File: src/rtl/regfile_pkg.sv
// Shared definitions for the multi-port register file.
// Build option: define REGFILE_BYPASS_EN for same-cycle write-through forwarding.
// Contents:
//   clr_state_e     - bulk-clear FSM encoding (IDLE=0, CLEAR=1, DONE=2)
//   DefaultDataW/AW - default register width and address width
//   reg_writable()  - write-qualify for the hard-wired-zero register 0
package regfile_pkg;

  localparam int unsigned DefaultDataW = 32;
  localparam int unsigned DefaultAddrW = 5;

  typedef enum logic [1:0] {
    StIdle  = 2'd0,
    StClear = 2'd1,
    StDone  = 2'd2
  } clr_state_e;

  // Register 0 is read-only zero when zero_reg0 is set.
  function automatic logic reg_writable(input bit zero_reg0, input logic addr_is_zero);
    return !(zero_reg0 && addr_is_zero);
  endfunction

endpackage

File: src/rtl/regfile_mp_if.sv
// Core-side bus of the register file.
// Build option: REGFILE_BYPASS_EN affects only the slave's read behaviour.
// master: drives write port, read addresses, scoreboard set, clear request;
//         receives read data, scoreboard busy flags, clear status.
// slave:  the register file side of the same signals.
interface regfile_mp_if import regfile_pkg::*; #(
  parameter int unsigned DATA_W = DefaultDataW,
  parameter int unsigned ADDR_W = DefaultAddrW
);
  logic              wen;
  logic [ADDR_W-1:0] waddr;
  logic [DATA_W-1:0] wdata;
  logic [ADDR_W-1:0] raddr1;
  logic [ADDR_W-1:0] raddr2;
  logic [DATA_W-1:0] rdata1;
  logic [DATA_W-1:0] rdata2;
  logic              sb_set;
  logic [ADDR_W-1:0] sb_addr;
  logic              sb_busy1;
  logic              sb_busy2;
  logic              clr_req;
  logic              clr_busy;
  logic              clr_done;

  modport master (
    output wen, waddr, wdata, raddr1, raddr2, sb_set, sb_addr, clr_req,
    input  rdata1, rdata2, sb_busy1, sb_busy2, clr_busy, clr_done
  );

  modport slave (
    input  wen, waddr, wdata, raddr1, raddr2, sb_set, sb_addr, clr_req,
    output rdata1, rdata2, sb_busy1, sb_busy2, clr_busy, clr_done
  );
endinterface

File: src/rtl/regfile_clr_fsm.sv
// Sequential bulk-clear engine: walks every register index once, zeroing one per cycle.
// Build option: none (REGFILE_BYPASS_EN does not affect this block).
// Ports:
//   clk, rst   - clock, asynchronous active-low reset
//   clr_req    - request to start a clear (honoured only in IDLE)
//   clr_start  - clr_req accepted this cycle (scoreboard flush strobe)
//   clr_en     - zero register clr_addr on this edge
//   clr_addr   - index being cleared
//   clr_busy   - engine active (CLEAR state)
//   clr_done   - one-cycle completion pulse (DONE state)
module regfile_clr_fsm import regfile_pkg::*; #(
  parameter int unsigned ADDR_W = DefaultAddrW
) (
  input  logic              clk,
  input  logic              rst,
  input  logic              clr_req,
  output logic              clr_start,
  output logic              clr_en,
  output logic [ADDR_W-1:0] clr_addr,
  output logic              clr_busy,
  output logic              clr_done
);

  clr_state_e        state_q;
  logic [ADDR_W-1:0] cnt_q;
  logic              busy_q;
  logic              done_q;

  always_ff @(posedge clk or negedge rst) begin
    if (!rst) begin
      state_q <= StIdle;
      cnt_q   <= '0;
      busy_q  <= 1'b0;
      done_q  <= 1'b0;
    end else begin
      done_q <= 1'b0;
      case (state_q)
        StIdle: begin
          if (clr_req) begin
            state_q <= StClear;
            cnt_q   <= '0;
            busy_q  <= 1'b1;
          end
        end
        StClear: begin
          // Terminal on all-ones; the counter holds rather than wrapping.
          if (cnt_q == '1) begin
            state_q <= StDone;
            busy_q  <= 1'b0;
            done_q  <= 1'b1;
          end else begin
            cnt_q <= cnt_q + 1'b1;
          end
        end
        StDone: state_q <= StIdle;
        default: begin
          state_q <= StIdle;
          busy_q  <= 1'b0;
        end
      endcase
    end
  end

  assign clr_start = clr_req && (state_q == StIdle);
  assign clr_en    = busy_q;
  assign clr_addr  = cnt_q;
  assign clr_busy  = busy_q;
  assign clr_done  = done_q;

endmodule

File: src/rtl/regfile_mp.sv
// Parametrised register file: two combinational read ports, one synchronous write port,
// per-register pending-write scoreboard and a sequential bulk-clear engine.
// Build option: `define REGFILE_BYPASS_EN forwards an accepted write to matching read ports
// (and masks their scoreboard busy) in the same cycle.
// Ports:
//   clk - clock
//   rst - asynchronous active-low reset
//   bus - regfile_mp_if.slave (write, reads, scoreboard, clear control/status)
module regfile_mp import regfile_pkg::*; #(
  parameter int unsigned DATA_W    = DefaultDataW,
  parameter int unsigned ADDR_W    = DefaultAddrW,
  parameter bit          ZERO_REG0 = 1'b1
) (
  input logic         clk,
  input logic         rst,
  regfile_mp_if.slave bus
);

  localparam int unsigned DEPTH = 2 ** ADDR_W;

  logic [DATA_W-1:0] regs_q [DEPTH];
  logic [DEPTH-1:0]  sb_q, sb_d;

  logic              clr_start, clr_en, clr_busy, clr_done;
  logic [ADDR_W-1:0] clr_addr;
  logic              wr_accept, sb_accept;

  regfile_clr_fsm #(
    .ADDR_W (ADDR_W)
  ) u_clr_fsm (
    .clk       (clk),
    .rst       (rst),
    .clr_req   (bus.clr_req),
    .clr_start (clr_start),
    .clr_en    (clr_en),
    .clr_addr  (clr_addr),
    .clr_busy  (clr_busy),
    .clr_done  (clr_done)
  );

  assign bus.clr_busy = clr_busy;
  assign bus.clr_done = clr_done;

  // External writes and scoreboard sets are dropped while the clear engine runs.
  assign wr_accept = bus.wen && !clr_busy && reg_writable(ZERO_REG0, bus.waddr == '0);
  assign sb_accept = bus.sb_set && !clr_busy && reg_writable(ZERO_REG0, bus.sb_addr == '0);

  always_ff @(posedge clk or negedge rst) begin
    if (!rst) begin
      for (int unsigned i = 0; i < DEPTH; i++) begin
        regs_q[i] <= '0;
      end
    end else if (clr_en) begin
      regs_q[clr_addr] <= '0;
    end else if (wr_accept) begin
      regs_q[bus.waddr] <= bus.wdata;
    end
  end

  // Set after clear so a same-address set keeps the newer producer outstanding.
  always_comb begin
    sb_d = sb_q;
    if (wr_accept) sb_d[bus.waddr] = 1'b0;
    if (sb_accept) sb_d[bus.sb_addr] = 1'b1;
    if (clr_start) sb_d = '0;
  end

  always_ff @(posedge clk or negedge rst) begin
    if (!rst) begin
      sb_q <= '0;
    end else begin
      sb_q <= sb_d;
    end
  end

  always_comb begin
    bus.rdata1   = regs_q[bus.raddr1];
    bus.rdata2   = regs_q[bus.raddr2];
    bus.sb_busy1 = sb_q[bus.raddr1];
    bus.sb_busy2 = sb_q[bus.raddr2];
    if (!reg_writable(ZERO_REG0, bus.raddr1 == '0)) bus.rdata1 = '0;
    if (!reg_writable(ZERO_REG0, bus.raddr2 == '0)) bus.rdata2 = '0;
`ifdef REGFILE_BYPASS_EN
    if (wr_accept && (bus.raddr1 == bus.waddr)) begin
      bus.rdata1 = bus.wdata;
      if (!(sb_accept && (bus.sb_addr == bus.raddr1))) bus.sb_busy1 = 1'b0;
    end
    if (wr_accept && (bus.raddr2 == bus.waddr)) begin
      bus.rdata2 = bus.wdata;
      if (!(sb_accept && (bus.sb_addr == bus.raddr2))) bus.sb_busy2 = 1'b0;
    end
`endif
  end

endmodule

File: src/flat_wrapper.sv
// flat-port wrapper written by rule: the top's interface ports become plain ports
module regfile_mp_flat import regfile_pkg::*;
#(
  parameter int unsigned DATA_W    = DefaultDataW,
  parameter int unsigned ADDR_W    = DefaultAddrW,
  parameter bit          ZERO_REG0 = 1'b1
)
  (clk, rst, bus_wen, bus_waddr, bus_wdata, bus_raddr1, bus_raddr2, bus_sb_set, bus_sb_addr, bus_clr_req, bus_rdata1, bus_rdata2, bus_sb_busy1, bus_sb_busy2, bus_clr_busy, bus_clr_done);
  regfile_mp_if #(.DATA_W(DATA_W), .ADDR_W(ADDR_W)) bus_i ();
  input logic clk;
  input logic rst;
  input wire logic [$bits(bus_i.wen)-1:0] bus_wen;
  input wire logic [$bits(bus_i.waddr)-1:0] bus_waddr;
  input wire logic [$bits(bus_i.wdata)-1:0] bus_wdata;
  input wire logic [$bits(bus_i.raddr1)-1:0] bus_raddr1;
  input wire logic [$bits(bus_i.raddr2)-1:0] bus_raddr2;
  input wire logic [$bits(bus_i.sb_set)-1:0] bus_sb_set;
  input wire logic [$bits(bus_i.sb_addr)-1:0] bus_sb_addr;
  input wire logic [$bits(bus_i.clr_req)-1:0] bus_clr_req;
  output wire logic [$bits(bus_i.rdata1)-1:0] bus_rdata1;
  output wire logic [$bits(bus_i.rdata2)-1:0] bus_rdata2;
  output wire logic [$bits(bus_i.sb_busy1)-1:0] bus_sb_busy1;
  output wire logic [$bits(bus_i.sb_busy2)-1:0] bus_sb_busy2;
  output wire logic [$bits(bus_i.clr_busy)-1:0] bus_clr_busy;
  output wire logic [$bits(bus_i.clr_done)-1:0] bus_clr_done;
  assign bus_i.wen = bus_wen;
  assign bus_i.waddr = bus_waddr;
  assign bus_i.wdata = bus_wdata;
  assign bus_i.raddr1 = bus_raddr1;
  assign bus_i.raddr2 = bus_raddr2;
  assign bus_i.sb_set = bus_sb_set;
  assign bus_i.sb_addr = bus_sb_addr;
  assign bus_i.clr_req = bus_clr_req;
  assign bus_rdata1 = bus_i.rdata1;
  assign bus_rdata2 = bus_i.rdata2;
  assign bus_sb_busy1 = bus_i.sb_busy1;
  assign bus_sb_busy2 = bus_i.sb_busy2;
  assign bus_clr_busy = bus_i.clr_busy;
  assign bus_clr_done = bus_i.clr_done;
  regfile_mp #(.DATA_W(DATA_W), .ADDR_W(ADDR_W), .ZERO_REG0(ZERO_REG0)) u_core (.clk(clk), .rst(rst), .bus(bus_i));
endmodule
File: config.mk
export PLATFORM = sky130hd
export DESIGN_NAME = regfile_mp_flat
export DESIGN_NICKNAME = d
export VERILOG_FILES = /design/src/rtl/regfile_pkg.sv /design/src/rtl/regfile_mp_if.sv /design/src/rtl/regfile_clr_fsm.sv /design/src/rtl/regfile_mp.sv /design/src/flat_wrapper.sv
export SDC_FILE = /design/constraint.sdc
export NUM_CORES = 2
export LEC_CHECK = 0
export CAP_MARGIN = 40
export CORE_MARGIN = 1.5
export CORE_UTILIZATION = 45
export CTS_CLUSTER_DIAMETER = 120
export DETAILED_ROUTE_END_ITERATION = 10
export PLACE_DENSITY = 0.61
export SYNTH_ARGS = -nofsm -noshare
export SYNTH_HDL_FRONTEND = slang
export SYNTH_SLANG_ARGS = --single-unit
File: constraint.sdc
create_clock -name clk -period 7.08 [get_ports clk]
set_input_delay 1.77 -clock clk [delete_from_list [all_inputs] [get_ports clk]]
set_output_delay 1.77 -clock clk [all_outputs]
set_load 0.01 [all_outputs]
### After elaboration in Yosys (flattened, before gate mapping)

Index checks and enable logic that the tools add are counted.

* output and inout port bits: 68
* bits in registers: 1065
* memory bits (writable): 0
* bits in read-only memories: 0
* logic and storage cells: 125
* latch bits: 0
* input bits: 57
* memories kept: 0

* div/mod/pow operators: 0
* mux-type cells: 37
* add/sub/neg operators: 1
* reductions and logical operators: 22
* $lt $le $gt $ge: 12
* $mul: 0
* bitwise operators: 10
* equality and inequality tests: 6
* shift operators: 0

Operator list (number)
* 2-to-1 mux 1024 bit: 2
* bitwise AND 1024 bit: 1
* bitwise mux 1024 bit: 1
* NOT 1024 bit: 1
* 2-to-1 mux 32 bit: 11
* binary-select mux 32 bit (select 5 bit): 2
* demux 32 bit (select 5 bit): 2
* bitwise AND 32 bit: 1
* NOT 32 bit: 1
* OR 32 bit: 1
* >= comparator 6 bit (second input constant): 4
* < comparator 5 x 6 -> 1 bit (second input constant): 4
* NOT 5 -> 6 bit: 4
* logical NOT 5 bit: 4
* < comparator 6 x 1 -> 1 bit (second input constant): 2
* binary-select mux 1 bit (select 5 bit): 2
* demux 1 bit (select 5 bit): 2
* >= comparator 5 x 1 -> 1 bit (second input constant): 2
* 2-to-1 mux 5 bit: 2
* case mux 5 bit (2 select lines): 1
* logical AND 1 bit: 9
* 2-to-1 mux 1 bit: 8
* != test 2 bit (second input constant): 3
* AND reduction 3 bit: 2
* 12 further kinds: 16

### Depth between registers and ports, before layout

* depth after elaboration: 10
* depth in mapped cells: 8
* mapped depth without buffers: 7

### Modules after synthesis

A second synthesis with hierarchy kept.

* cell total of the unflattened synthesis: 5071
* area total of the unflattened synthesis: 57508.9 um^2

Modules (own cells, without submodules)
* regfile_mp: seq. area each 26425.3 um^2, area an instance 57054.7 um^2, times used 1, cells an instance 5030
* regfile_clr_fsm: seq. area each 225.2 um^2, area an instance 454.2 um^2, times used 1, cells an instance 41

### Least setup slack after synthesis

Ideal clock, no wire load.

* path type: input-to-output
* start: input port bus_raddr2[1]
* end: output port bus_sb_busy2
* arrival time: 3384 ps
* data required time: 5310 ps
* path buffers: 3
* cell stages on the path: 6
* setup slack: 1926 ps
* cell sequence: buf_4 -> buf_6 -> buf_2 -> mux4_2 -> mux4_2 -> mux2_2

* word-level cells in the longest chain between the ends: 2

RTL lines
* start: declaration: RTL line flat_wrapper.sv:16 `input wire logic [$bits(bus_i.raddr2)-1:0] bus_raddr2;`
* binary-select mux 1 bit (select 5 bit): RTL line regfile_mp.sv:80 `bus.sb_busy2 = sb_q[bus.raddr2];`
* 2-to-1 mux 1 bit (not written as such): RTL line regfile_mp.sv:80
* end: declaration: RTL line flat_wrapper.sv:23 `output wire logic [$bits(bus_i.sb_busy2)-1:0] bus_sb_busy2;`

No other way between the ends. The select of a mux whose other input is x is not followed.

### Worst setup path in the final report

* start: input port bus_raddr2[2]
* end: output port bus_rdata2[4]

* word-level cells in the longest chain between the ends: 5
* elaborated cells on any way between the ends: 6
* classes of those cells: mux: 4; bitwise: 1; reduce/logical: 1

RTL lines
* NOT 5 -> 6 bit (not written as such): RTL line regfile_mp.sv:78 `bus.rdata2 = regs_q[bus.raddr2];`
* binary-select mux 32 bit (select 5 bit): RTL line regfile_mp.sv:78
* 2-to-1 mux 32 bit (not written as such) (2 in a row): RTL line regfile_mp.sv:78
* 2-to-1 mux 32 bit (*): RTL line regfile_mp.sv:82 `if (!reg_writable(ZERO_REG0, bus.raddr2 == '0)) bus.rdata2 = '0;`
* end: declaration: RTL line flat_wrapper.sv:21 `output wire logic [$bits(bus_i.rdata2)-1:0] bus_rdata2;`

Every way passes the cells marked *; elsewhere a longest branch is shown, timed or not. The select of a mux whose other input is x is not followed.

==> impl_results.md <==
* Cells along the critical path: buf_8, buf_4, mux2i_1, a221oi_1, o21ai_0, a311oi_1, buf_4, clkdlybuf4s50_1
* Worst stage delay on the critical path at ~0.63 ns
* I/O Buffers at 124
* Largest net degree at the start of global routing at about 160
* Worst slew pin tran at roughly 1 ns
* DRT Pass-1 Iters at 7
* Ys flop type: dfrtp_1
* Slew HR at 0.333
* Final setup fails at 0
* Peak VDD IR at between 0.2 and 0.25 mV
* Vias in the first global route at roughly 43,000
* Setup Fix Bufs, Post-CTS at 0
* DRC violations left at 0
* Nets at about 4,000
* CTS tree: yes
* Layout cell share with drive strength beyond 1 at 0.261
* Most frequent cell after synthesis: dfrtp_1
* Critical path launch point type: input port
* Design Area, Final at ~0.063 sq mm
* CP Class: input port to output port
* RSZ-0062 raised after global routing: no
* Num CTS Buffers at 114
* Area growth syn-to-layout at 14.5%
* Core area at 0.122 sq mm
* Delay-heaviest family, CP: buffers and inverters
* Met3 WL at about 26,000 microns
* Fill count at a little over 10,000
* Routed Antenna Nets at 0
* Netlist Area Pre-Place at 0.0550 sq mm
* CP arrival at a little under 5 ns
* Top-area cell type share of the netlist area at 0.484
* Seq cells post-synth at 1,065
* Root buffer cell: clkbuf_16
* Global-route wire length before repair at approximately 320,000 microns
* Yosys warnings at 0
* H-tree Lvls at 3
* Power Total at between 20 and 25 mW
* Sequential cell area fraction in the yosys report at 0.484
* Crit path max fanout at 62
* Status: completed
* WL met2 at roughly 96,000 microns
* Total Wirelength at about 220,000 microns
* CP Capture Type: output port
* Gpl congestion at slightly below 0.9
* Die X-Extent at 353 microns
* FF/Latch Area at between 0.02 and 0.03 sq mm
* Post-synth EDFFs at 0
* Cell taking the most area after synthesis: dfrtp_1
* Setup ws final at between 0.3 and 0.4 ns
* Initial antenna violation count at 6
* Post-Syn Nets at approximately 4,100
* Initial Util at 0.453
* Fin Clk Skew at just over 0.04 ns
* Synthesized area per cell at 13.8 sq um
* Die Y at around 350 microns
* Post-synth top cells: 1,065 x dfrtp_1, 992 x a22o_1, 468 x mux4_2, 325 x clkbuf_1, 169 x buf_2
* DR vias at ~43,000
* Buf+Inv Stages, Crit Path at 4
* Post-DP HPWL at approximately 130,000 microns
* # IOs at between 100 and 150
* Vias/cell at 7.51
* CP max-delay cell: a311oi_1
* CP Data Required Time at between 5 and 6 ns
* Area used by multi-input combinational logic at roughly 0.027 sq mm
* Leak at between 20 and 30 nW
* WL/cell at approximately 39 microns
* Slew Limit Fails at 0
* Post-Place Worst Slack at ~0.48 ns
* Max-cap viol count at 0
* Core Util, Final at 0.518
* Initial DRC Count at between 5,000 and 6,000
* # hold bufs at CTS at 0
* Row count at roughly 130
* Area after DPL at slightly below 0.06 sq mm
* Setup TNS at 0 ns
* Clk_lat worst skew at approximately 0.74 ns
* Die ar. at approximately 0.12 sq mm
* All-Layer GR Usage at 0.351
* Mapped Cells at 3,989
* Sink Count at between 1,000 and 1,500
* HP Class: flip-flop to flip-flop
* Final period util at 0.946
* Tmin final at 6.70 ns
* Endpoints failing hold at 0
* Worst-path clk slew at roughly 0.060 ns
* Top post-synthesis cells by area: dfrtp_1 48%, mux4_2 19%, a22o_1 16%
* CTS Buffer Depth at 3
* R2r setup slk at approximately 3.6 ns
* Post-cts sizing count at 0
* WL met1 at between 80,000 and 90,000 microns
* Asr flop ratio synth at 1.00
* PwrDens at roughly 360 mW/mm^2
* CP dominant cell by count: buf_4
* Synth unique cells at 49
* FMAX at approximately 0.15 GHz
* Uppermost layer routed: met5
* Global route overflow at 0
==> layer usage <==
layer,vias up,global-route usage
li1,16100,-
met2,3258,0.513
met1,22500,0.471
met3,743,0.0966
met4,12,0.203
met5,-,0
==> report_power, final <==
group	switching, mW	total (mW)	internal, mW
registers	1.82	10.0	8.21
logic	2.62	6.34	3.72
clock network	2.64	6.40	3.77
==> worst paths after layout <==
| path | from | endpoint | cells after the start |
|---|---|---|---|
| worst min-delay path | u_core.regs_q[1011]$_DFFE_PN0P_ | u_core.regs_q[1011]$_DFFE_PN0P_ | 1 |
| worst min register to register | u_core.regs_q[1011]$_DFFE_PN0P_ | u_core.regs_q[1011]$_DFFE_PN0P_ | 1 |
| worst max register to register | u_core.u_clr_fsm.clr_busy$_DFFE_PN0P_ | u_core.regs_q[528]$_DFFE_PN0P_ | 7 |
| max in group asynchronous | rst | u_core.regs_q[836]$_DFFE_PN0P_ | 2 |
| worst max-delay path | bus_raddr2[2] | bus_rdata2[4] | 8 |
| min in group asynchronous | rst | u_core.regs_q[894]$_DFFE_PN0P_ | 1 |
==> area by class of cell <==
class                      instances  share of cell area
tap                             1625              0.0323
timing repair buffer             362              0.0567
antenna                            2           0.0000795
inverter                          12            0.000775
sequential                      1065               0.423
clock inverter                    42             0.00914
multi-input combinational       2397               0.424
clock buffer                     168              0.0543
==> per-stage QoR <==
| stage | instances | hold WS, ns |
|---|---|---|
| final | 5673 | 0.512 |
| after CTS | 5671 | 0.510 |
| after floorplan | 3989 | 0.467 |
| after global routing | 5671 | 0.520 |
| after detailed placement | 5461 | 0.491 |
| after global placement | 5452 | 0.485 |
==> state kept, by name, indices dropped and copies added (netlist names) <==
| name | cells |
|---|---|
| u_core.regs_q | 1024 |
| u_core.u_clr_fsm.clr_addr | 5 |
| u_core.u_clr_fsm.clr_done | 1 |
| u_core.sb_q | 32 |
| u_core.u_clr_fsm.clr_busy | 1 |
| u_core.u_clr_fsm.state_q | 2 |
==> layout by cell type, fill, tap and decap left out, drive strengths merged, types with 66 or more instances in the layout <==
cell type and count:
a22o 992, mux2i 128, buf 249, nor2b 74, mux4 468, clkbuf 168, o21ai 133, clkdlybuf4s50 113
dfrtp 1065, mux2 66, a22oi 68
==> cells by family after synthesis <==
| kind of cell | synth area share |
|---|---|
| AOI/OAI and AO/OA | 0.215 |
| adders and majority gates | 0.00114 |
| xor gates and xnor gates | 0.000318 |
| DFF | 0.484 |
| muxes | 0.228 |
| and+or+nand+nor | 0.0300 |
| buffers and inverters | 0.0410 |
No activity file was read; power rests on OpenSTA's default activity.
